File: src/rtl/mmio_console_tx_pkg.sv
// Shared constants for the MMIO console transmitter: bus widths, register
// map, status bit positions and the transmit FSM state encoding.
package mmio_console_tx_pkg;

    localparam int ADDR_LEN = 32;
    localparam int DATA_LEN = 32;

    // Register map
    localparam logic [ADDR_LEN-1:0] ADDR_CHAR   = 32'h0000_0000; // push one byte
    localparam logic [ADDR_LEN-1:0] ADDR_WORD   = 32'h0000_0004; // push four bytes, LSB first
    localparam logic [ADDR_LEN-1:0] ADDR_HALT   = 32'h0000_0008; // request halt
    localparam logic [ADDR_LEN-1:0] ADDR_STATUS = 32'h0000_000C; // status read

    // Status word layout
    localparam int STAT_BUSY    = 0;
    localparam int STAT_FULL    = 1;
    localparam int STAT_OVF     = 2;
    localparam int STAT_CNT_LSB = 8;
    localparam int STAT_CNT_W   = 4;

    // Transmit FSM states
    typedef enum logic [1:0] {
        ST_IDLE  = 2'd0,
        ST_START = 2'd1,
        ST_DATA  = 2'd2,
        ST_STOP  = 2'd3
    } tx_state_e;

endpackage

File: src/rtl/mmio_console_tx_fifo.sv
// Byte FIFO that accepts zero to four bytes per edge and pops at most one.
// The caller checks free space before pushing; this block never refuses.
module sync_fifo_byte
    import mmio_console_tx_pkg::*;
#(
    parameter int DEPTH = 8,
    localparam int PW   = $clog2(DEPTH),
    localparam int CW   = $clog2(DEPTH) + 1
) (
    input  logic                i_clk,
    input  logic                i_reset,
    input  logic [2:0]          i_push_cnt,
    input  logic [DATA_LEN-1:0] i_push_data,
    input  logic                i_pop,
    output logic [7:0]          o_rd_data,
    output logic                o_full,
    output logic                o_empty,
    output logic [CW-1:0]       o_count
);

    logic [7:0]    r_mem [DEPTH];
    logic [PW-1:0] r_wr_ptr;
    logic [PW-1:0] r_rd_ptr;
    logic [CW-1:0] r_count;

    // Storage: write the requested number of bytes into consecutive slots
    always_ff @(posedge i_clk) begin
        for (int k = 0; k < 4; k++) begin
            if (3'(k) < i_push_cnt) begin
                r_mem[r_wr_ptr + PW'(k)] <= i_push_data[8*k +: 8];
            end
        end
    end

    // Pointers wrap naturally because DEPTH is a power of two
    always_ff @(posedge i_clk or posedge i_reset) begin
        if (i_reset) begin
            r_wr_ptr <= '0;
            r_rd_ptr <= '0;
            r_count  <= '0;
        end else begin
            r_wr_ptr <= r_wr_ptr + PW'(i_push_cnt);
            r_rd_ptr <= r_rd_ptr + PW'(i_pop);
            r_count  <= r_count + CW'(i_push_cnt) - CW'(i_pop);
        end
    end

    assign o_rd_data = r_mem[r_rd_ptr];
    assign o_empty   = (r_count == '0);
    assign o_full    = (r_count == CW'(DEPTH));
    assign o_count   = r_count;

endmodule

File: src/rtl/mmio_console_tx.sv
// Memory-mapped console: byte/word writes feed a FIFO drained by an 8N1
// UART transmitter; a halt register signals end of simulation once the
// console has fully drained.
module mmio_console_tx
    import mmio_console_tx_pkg::*;
#(
    parameter int CLK_DIV    = 16,
    parameter int FIFO_DEPTH = 8
) (
    input  logic                clk,
    input  logic                reset,
    input  logic [ADDR_LEN-1:0] dwaddr,
    input  logic [DATA_LEN-1:0] dwdata,
    input  logic [1:0]          dwsize,
    input  logic                dwe,
    input  logic [ADDR_LEN-1:0] draddr,
    output logic [DATA_LEN-1:0] drdata,
    output logic                txd,
    output logic                halt,
    output logic                overflow,
    output tx_state_e           o_dbg_state
);

    localparam int CW = $clog2(FIFO_DEPTH) + 1;
    localparam int DW = $clog2(CLK_DIV);

    tx_state_e     r_state;
    logic [DW-1:0] r_div;
    logic [2:0]    r_bit;
    logic [7:0]    r_shift;
    logic          r_txd;
    logic          r_halt;
    logic          r_halt_pending;
    logic          r_overflow;

    logic          w_wr_char;
    logic          w_wr_word;
    logic          w_wr_halt;
    logic [31:0]   w_free;
    logic          w_char_ok;
    logic          w_word_ok;
    logic          w_drop;
    logic [2:0]    w_push_cnt;
    logic          w_pop;
    logic          w_div_end;
    logic [7:0]    w_rd_data;
    logic          w_full;
    logic          w_empty;
    logic [CW-1:0] w_count;
    logic [DATA_LEN-1:0] w_count_ext;
    logic          w_unused;

    // Write size carries no meaning for this device
    assign w_unused = ^dwsize;

    // Write decode; pushes stop being accepted once halt is requested
    assign w_wr_char = dwe && (dwaddr == ADDR_CHAR) && !r_halt_pending;
    assign w_wr_word = dwe && (dwaddr == ADDR_WORD) && !r_halt_pending;
    assign w_wr_halt = dwe && (dwaddr == ADDR_HALT);

    // Free space is taken from the pre-edge count, ignoring a same-edge pop
    assign w_free     = 32'(FIFO_DEPTH) - 32'(w_count);
    assign w_char_ok  = w_wr_char && (w_free >= 32'd1);
    assign w_word_ok  = w_wr_word && (w_free >= 32'd4);
    assign w_drop     = (w_wr_char && !w_char_ok) || (w_wr_word && !w_word_ok);
    assign w_push_cnt = w_char_ok ? 3'd1 : (w_word_ok ? 3'd4 : 3'd0);

    assign w_div_end = (r_div == DW'(CLK_DIV - 1));
    assign w_pop     = !w_empty &&
                       ((r_state == ST_IDLE) || ((r_state == ST_STOP) && w_div_end));

    sync_fifo_byte #(.DEPTH(FIFO_DEPTH)) u_fifo (
        .i_clk       (clk),
        .i_reset     (reset),
        .i_push_cnt  (w_push_cnt),
        .i_push_data (dwdata),
        .i_pop       (w_pop),
        .o_rd_data   (w_rd_data),
        .o_full      (w_full),
        .o_empty     (w_empty),
        .o_count     (w_count)
    );

    // Transmit FSM: start bit, 8 data bits LSB first, stop bit, chained frames
    always_ff @(posedge clk or posedge reset) begin
        if (reset) begin
            r_state <= ST_IDLE;
            r_div   <= '0;
            r_bit   <= '0;
            r_shift <= '0;
            r_txd   <= 1'b1;
        end else begin
            case (r_state)
                ST_IDLE: begin
                    if (!w_empty) begin
                        r_shift <= w_rd_data;
                        r_div   <= '0;
                        r_txd   <= 1'b0;
                        r_state <= ST_START;
                    end
                end
                ST_START: begin
                    if (w_div_end) begin
                        r_div   <= '0;
                        r_bit   <= '0;
                        r_txd   <= r_shift[0];
                        r_state <= ST_DATA;
                    end else begin
                        r_div <= r_div + 1'b1;
                    end
                end
                ST_DATA: begin
                    if (w_div_end) begin
                        r_div <= '0;
                        if (r_bit == 3'd7) begin
                            r_txd   <= 1'b1;
                            r_state <= ST_STOP;
                        end else begin
                            r_bit   <= r_bit + 1'b1;
                            r_shift <= {1'b0, r_shift[7:1]};
                            r_txd   <= r_shift[1];
                        end
                    end else begin
                        r_div <= r_div + 1'b1;
                    end
                end
                ST_STOP: begin
                    if (w_div_end) begin
                        r_div <= '0;
                        if (!w_empty) begin
                            r_shift <= w_rd_data;
                            r_txd   <= 1'b0;
                            r_state <= ST_START;
                        end else begin
                            r_state <= ST_IDLE;
                        end
                    end else begin
                        r_div <= r_div + 1'b1;
                    end
                end
                default: begin
                    r_state <= ST_IDLE;
                    r_txd   <= 1'b1;
                end
            endcase
        end
    end

    // Sticky flags: overflow on any dropped push, halt once fully drained
    always_ff @(posedge clk or posedge reset) begin
        if (reset) begin
            r_overflow     <= 1'b0;
            r_halt_pending <= 1'b0;
            r_halt         <= 1'b0;
        end else begin
            r_overflow     <= r_overflow | w_drop;
            r_halt_pending <= r_halt_pending | w_wr_halt;
            r_halt         <= r_halt | (r_halt_pending && w_empty && (r_state == ST_IDLE));
        end
    end

    assign w_count_ext = DATA_LEN'(w_count);

    // Status read path, combinational from the read address
    always_comb begin
        drdata = '0;
        if (draddr == ADDR_STATUS) begin
            drdata[STAT_BUSY] = (r_state != ST_IDLE);
            drdata[STAT_FULL] = w_full;
            drdata[STAT_OVF]  = r_overflow;
            drdata[STAT_CNT_LSB +: STAT_CNT_W] = w_count_ext[STAT_CNT_W-1:0];
        end
    end

    assign txd         = r_txd;
    assign halt        = r_halt;
    assign overflow    = r_overflow;
    assign o_dbg_state = r_state;

endmodule

File: config.mk
export PLATFORM = sky130hd
export DESIGN_NAME = mmio_console_tx
export DESIGN_NICKNAME = d
export VERILOG_FILES = /design/src/rtl/mmio_console_tx_pkg.sv /design/src/rtl/mmio_console_tx_fifo.sv /design/src/rtl/mmio_console_tx.sv
export SDC_FILE = /design/constraint.sdc
export NUM_CORES = 1
export LEC_CHECK = 0
export ABC_AREA = 1
export CORE_ASPECT_RATIO = 1.2
export CORE_MARGIN = 8
export CORE_UTILIZATION = 50
export DETAILED_ROUTE_END_ITERATION = 7
export PLACE_DENSITY = 0.79
export REMOVE_ABC_BUFFERS = 1
export SYNTH_ARGS = -nofsm -noshare
export SYNTH_HDL_FRONTEND = slang
export SYNTH_HIERARCHICAL = 1
export SYNTH_SLANG_ARGS = --single-unit
File: constraint.sdc
create_clock -name clk -period 2.9 [get_ports clk]
set_clock_uncertainty 0.1 [all_clocks]
set_input_delay 0.58 -clock clk [delete_from_list [all_inputs] [get_ports clk]]
set_output_delay 0.58 -clock clk [all_outputs]
set_load 0.02 [all_outputs]
==> metrics.txt, run 1 <==
Syn Area/Cell 6.536 µm²; fillers 1377; maximum number of pins on one net before global-route repair 38; grt peak-use layer met2; GP Congestion 1.018; pwr dens 669.0 nW/µm²; Die Area 20130 µm²; Post-synth EDFFs 64; WL final 25.67 mm; Clk Latency, worst-skew pair 340 ps; CP Data Required Time 2850 ps; Main synth FF type edfxtp_1; TritonCTS clock tree built; fmax 360.3 MHz; antenna violations before repair 0; Overall Global Routing Usage 0.2539; CTS Buffer Depth 2; DR WL/cell 16.54 µm; Synth area leader edfxtp_1; largest stage delay on the critical path 420 ps; crit end category register; grt ovf 0; crit path max fanout 8; Synth warnings 6; Die Span Y 153.8 µm; fin nets 1461; CTS Hold Bufs 0; first-pass GRT wire length 39.64 mm; CTS clk-pin slew, worst paths 60 ps; Routed Antenna Nets 0; number of global-route vias before repair 7520; mapped cell area 7915 µm²; Netlist cell types 41; Peak supply drop 574.0 µV; Vias 8275; Ports 138; hold slack 383.9 ps; chip width 130.9 µm; Root Driver clkbuf_16; CTS sink count 95; synthesis-to-finish area growth 26.29%; Reg area 2700 µm²; Worst path slowest cell clkdlybuf4s50_1; crit share post-route 0.9571; met3 Track Usage GR 0.02803; GR met2 Demand/Resource 0.4060; Vias/cell 5.332; Seq/Total Area, Yosys 0.3410; dpl hpwl 19.68 mm; post-route minimum period 2776 ps; cells along the critical path clkdlybuf4s50_1, nor2_2, nand2_1, nor2_1, nand2_1, nor2_2, buf_4, nand2_1, nor2_2, inv_1, nand2_2, nand4_1, nand4_1, buf_12; DR DRC count 0; initial core utilization 0.5081; 1st-pass router iterations 6; Synth Instances 1211; area fraction of the dominant cell type after synthesis 0.2428; Max H-tree Level 3; Num CTS Buffers 9; slew of the pin with the lowest slew margin 817.7 ps; final hold vios 0; detailed router's first-iteration violation count 880; LEAKAGE 4.794 nW; Crit Path Category in -> reg; Final Setup Violations 0; diode count 0; Slew headroom 0.4535; row count 50; crit path DAT 2730 ps; Placed Instance Area 9544 µm²; status finished clean; final instance area 9996 µm²; Port Buffer Count 110; core area 15580 µm²; Post-synth ARST share 0.3263; layout cell share with drive strength beyond 1 0.1109; met1 usage in global routing 0.3290; Multi-input gate area 4418 µm²; startpoint types primary input; RSZ-0062 raised after global routing yes; fin. max-slew vios 0; max cap viols 0; FF+latch count, synth 95; Area contributors post-synth edfxtp_1 (24%), nand2_1 (22%), dfrtp_1 (9.5%); Hold Crit Class reg -> reg
-- metal layers --
metal,vias up,wire length (µm)
li1,4093,-
met1,3658,10240
met2,449,11920
met3,75,2155
met4,0,1357
met5,-,0
-- critical path: cells and delay by family --
kind          cells  cell delay, ps
buf+inv           4             800
simple gates     10            1340
-- flip-flops by register name, summed over array words and instances, names as in the netlist --
register         count
u_fifo/o_count       4
txd                  1
u_fifo/r_mem        64
r_bit                3
r_div                4
o_dbg_state          2
r_halt_pending       1
u_fifo/r_rd_ptr      3
halt                 1
u_fifo/r_wr_ptr      3
r_shift              8
overflow             1
-- placed cells by master (no fill, tap or decap), drive strengths merged, types with 2 or more instances in the layout --
| cell | netlist | routed |
|---|---|---|
| edfxtp | 64 | 64 |
| clkinvlp | 0 | 2 |
| a21oi | 5 | 5 |
| nor4 | 2 | 2 |
| dfrtp | 30 | 30 |
| clkdlybuf4s50 | 0 | 103 |
| ha | 19 | 19 |
| inv | 138 | 138 |
| buf | 55 | 65 |
| clkbuf | 31 | 13 |
| nor3 | 3 | 3 |
| dlygate4sd2 | 0 | 7 |
| xnor2 | 5 | 5 |
| o31ai | 2 | 2 |
| nand2 | 471 | 471 |
| nor2 | 117 | 117 |
| clkinv | 3 | 4 |
| o21ai | 79 | 79 |
| nand4 | 79 | 79 |
| fa | 2 | 2 |
| xor2 | 3 | 3 |
| conb | 1 | 29 |
| nand3 | 97 | 97 |
-- report_power, final --
| part | switching (mW) | internal, mW |
|---|---|---|
| Clock | 0.477 | 0.682 |
| Sequential | 0.235 | 1.88 |
| Combinational | 2.22 | 1.20 |
-- per-stage QoR --
step / std cells / utilization / setup TNS (ps) / total power [mW] / setup slack [ps]
finish: 1552 / 0.6417 / 0 / 6.687 / 124.3
CTS: 1550 / 0.6322 / 0 / 6.572 / 34.93
global placement: 1534 / 0.6127 / -32140 / 5.285 / -305.9
detailed placement: 1534 / 0.6127 / -36660 / 5.394 / -353.3
floorplan: 1153 / - / -45530 / 4.149 / -604.6
global route: 1552 / 0.6417 / -188.4 / 7.184 / -26.74
-- cell type report --
type                       instances  area share
clock inverter                     3    0.002253
clock buffer                      13     0.02816
tap                              208     0.02604
sequential                        95      0.2701
timing repair buffer             175      0.1780
inverter                         141     0.05345
multi-input combinational        917      0.4420
-- logic make-up after synthesis --
kind of cell    synth area share
other cells            0.0004738
buf+inv                   0.1299
compound gates           0.05896
flops                     0.3410
mux                     0.001265
xor+xnor                0.008853
fa+ha+maj                0.03509
simple gates              0.4244
-- final timing paths --
check / end / cells after the start / from / slack, ps
worst max-delay path: u_fifo/r_mem[5][7]$_DFFE_PP_ / 14 / dwaddr[7] / 120
worst min-delay path: r_halt_pending$_DFF_PP0_ / 2 / r_halt_pending$_DFF_PP0_ / 380
worst max register to register: u_fifo/o_count[2]$_DFF_PP0_ / 12 / u_fifo/o_count[0]$_DFF_PP0_ / 200
worst min register to register: r_halt_pending$_DFF_PP0_ / 2 / r_halt_pending$_DFF_PP0_ / 380
max in group asynchronous: r_shift[4]$_DFFE_PP0P_ / 2 / reset / 1560
min in group asynchronous: u_fifo/o_count[1]$_DFF_PP0_ / 2 / reset / 460
-- cell usage after synthesis, types with 4 or more instances --
cell type,number
a21oi_1,4
buf_1,8
buf_2,8
buf_4,36
clkbuf_1,25
clkbuf_2,6
dfrtp_1,30
edfxtp_1,64
ha_1,19
inv_1,124
inv_2,14
nand2_1,463
nand2_2,7
nand3_1,86
nand3_2,11
nand4_1,79
nor2_1,106
nor2_2,8
o21ai_0,70
o21ai_1,6
xnor2_1,5
-- repair_timing --
item                                    in CTS  in global routing
gates resized for setup                      9                 32
endpoints found under the setup margin      16                127
setup buffers                                0                  2
gates cloned                                 0                  0
pin swaps                                    0                  9
Note: power is estimated with default switching activity, not from simulation.
==> run 2: changes to the inputs <==
--- a/config.mk
+++ b/config.mk
@@ -6,7 +6,7 @@
 export NUM_CORES = 1
 export LEC_CHECK = 0
 export ABC_AREA = 1
-export CORE_ASPECT_RATIO = 1.2
+export CORE_ASPECT_RATIO = 2
 export CORE_MARGIN = 8
 export CORE_UTILIZATION = 50
 export DETAILED_ROUTE_END_ITERATION = 7
==> run 2 against run 1 <==
Compared with the run above:
- critical path depth is the same
- worst hold slack gained 11 ps
- sequential share of layout area is essentially flat
- non-clock buffer count increased by 4
- register-to-register slack better by 20 ps
- via count grew 4.1%
- die area up 1.1%
- power rose by 2.5%
==> metrics.txt, run 2 (same netlist as run 1, synthesis figures left out) <==
crit path DAT 2780 ps (+50 ps); layout cell share with drive strength beyond 1 0.1120 (+0.001155); fin nets 1465 (+0.27%); fillers 1427 (+3.6%); largest stage delay on the critical path 420 ps (about the same); core area 15620 µm² (+0.24%); RR Endpoint u_fifo/o_count[2]$_DFF_PP0_; first-pass GRT wire length 44.94 mm (+13%); grt ovf 0 (unchanged); slew of the pin with the lowest slew margin 814.2 ps (-3.542 ps); DR WL/cell 18.90 µm (+14%); CTS sink count 95 (unchanged); diode count 0 (unchanged); pwr dens 686.6 nW/µm² (+2.6%); chip width 105.0 µm (-20%); Final Util 0.6393 (-0.002344); crit end category register; Routed Antenna Nets 0 (unchanged); CP Data Required Time 2860 ps (about the same); initial core utilization 0.5069 (-0.001221); Root Driver clkbuf_16; max cap viols 0 (unchanged); fin. max-slew vios 0 (unchanged); Vias 8617 (+4.1%); worst hold endpoint r_bit[0]$_DFFE_PP0P_; CTS clk-pin slew, worst paths 80 ps (+20 ps); row count 65 (+30%); LEAKAGE 4.807 nW (+0.26%); dpl hpwl 21.71 mm (+10%); CTS Buffer Depth 2 (unchanged); commonest non-fill, non-tap cell in the layout nand2_1; Peak supply drop 643.8 µV (+12%); most used cell, CP nor2_2; Power, Total 6.855 mW (+2.5%); number of global-route vias before repair 8271 (+10%); crit share post-route 0.9726 (+0.01547); final hold vios 0 (unchanged); Port Buffer Count 110 (unchanged); Clk Latency, worst-skew pair 350 ps (about the same); TritonCTS clock tree built; status finished clean; Min-Delay Path Depth 1 (-1); r2r startpoint u_fifo/o_count[0]$_DFF_PP0_; WL final 29.28 mm (+14%); GP Congestion 1.045 (+2.6%); antenna violations before repair 0 (unchanged); Overall Global Routing Usage 0.2840 (+0.03009); Final Setup Violations 0 (unchanged); 1st-pass router iterations 6 (unchanged); Die Area 20360 µm² (+1.1%); Crit Path Category in -> reg; fmax 354.5 MHz (-1.6%); synthesis-to-finish area growth 26.13%; maximum number of pins on one net before global-route repair 38 (unchanged); startpoint types primary input; R2R Setup Slk 220 ps (+20 ps); Ports 138 (unchanged); Num CTS Buffers 9 (unchanged); Largest regs u_fifo/r_mem x64, r_shift x8; detailed router's first-iteration violation count 968 (+10%); Vias/cell 5.563 (+4.3%); Slew headroom 0.4515 (-0.002054); Worst path slowest cell clkdlybuf4s50_1; Hold Crit Start r_bit[0]$_DFFE_PP0P_; max reg flops 64 (unchanged); crit path max fanout 9 (+1); Biggest register u_fifo/r_mem; DR DRC count 0 (unchanged); Max H-tree Level 3 (unchanged); most frequent cells in the layout nand2_1 (460), inv_1 (123), clkdlybuf4s50_1 (103), nor2_1 (99), nand3_1 (85); worst r2r path cells 12 (unchanged); cells along the critical path clkdlybuf4s50_1, nor2_1, nand2_1, nor2_2, nand2_1, nor2_2, nand3_2, nor2_4, nor2_2, nor2_4, buf_12, nand3_4, nand4_1, buf_12; Hold Crit Class reg -> reg; post-route minimum period 2821 ps (+44.85 ps); Die Span Y 193.9 µm (+26%)
-- run 2: cell types whose count changed in the layout (fill, tap and decap cells not counted), sizes merged --
cell,previous run,this run
clkbuf,13,10
clkinvlp,2,0
inv,138,143
buf,65,69
-- run 2: how the worst max path moves through the flow --
stage,end,cells after the start,startpoint
5_1_grt,u_fifo/r_mem[4][0]$_DFFE_PP_,16,dwaddr[27]
2_1_floorplan,u_fifo/r_mem[5][0]$_DFFE_PP_,6,u_fifo/r_wr_ptr[0]$_DFF_PP0_
4_1_cts,u_fifo/o_count[3]$_DFF_PP0_,16,dwaddr[12]
6_report,u_fifo/r_mem[0][7]$_DFFE_PP_,14,dwaddr[12]
3_3_place_gp,u_fifo/r_mem[4][6]$_DFFE_PP_,14,dwaddr[15]
3_5_place_dp,u_fifo/o_count[3]$_DFF_PP0_,16,dwaddr[12]
-- run 2: layout make-up --
type,count,area [µm²],share of cell area
inverters,141,530.5,0.05314
repair buffers,179,1821,0.1824
clock inverters,6,55.05,0.005514
clock buffers,10,250.2,0.02507
flip-flops and latches,95,2700,0.2705
multi-input cells,917,4375,0.4383
well taps,201,251.5,0.02519
-- run 2: routing by layer --
layer | vias up | GRT usage | part of all wire
li1 | 4093 | - | -
met2 | 468 | 0.4689 | 0.48
met5 | - | 0 | 0
met3 | 110 | 0.05193 | 0.089
met1 | 3946 | 0.3272 | 0.36
met4 | 0 | 0.1858 | 0.069
-- run 2: report_power, final --
| part | leakage (nW) | internal, mW | switching (mW) |
|---|---|---|---|
| Sequential | 0.961 | 1.87 | 0.226 |
| Clock | 0.153 | 0.656 | 0.576 |
| Combinational | 3.69 | 1.15 | 2.37 |
-- run 2: what timing repair did --
action | CTS | global route
resized for setup | 7 | 26
endpoints found under the setup margin | 7 | 131
buffers inserted | 0 | 0
pin swaps | 0 | 7
cloned | 0 | 0
hold buffers | 0 | 0
-- run 2: per-stage QoR --
| stage | setup TNS, ps | cells | hold slack [ps] | worst slack, ps | area (µm²) |
|---|---|---|---|---|---|
| 2_1_floorplan | -45530 | 1153 | 320.2 | -604.6 | 7522 |
| 3_3_place_gp | -29110 | 1533 | 361.8 | -314.0 | 9580 |
| 3_5_place_dp | -36620 | 1533 | 376.4 | -356.2 | 9580 |
| 4_1_cts | 0 | 1549 | 394.7 | 0.1550 | 9877 |
| 5_1_grt | -2.089 | 1549 | 418.4 | -2.089 | 9983 |
| 6_report | 0 | 1549 | 394.9 | 79.42 | 9983 |
-- run 2: critical path: cells and delay by family --
kind                   cells  cell delay (ps)
buffers and inverters      3              730
and+or+nand+nor           11             1450
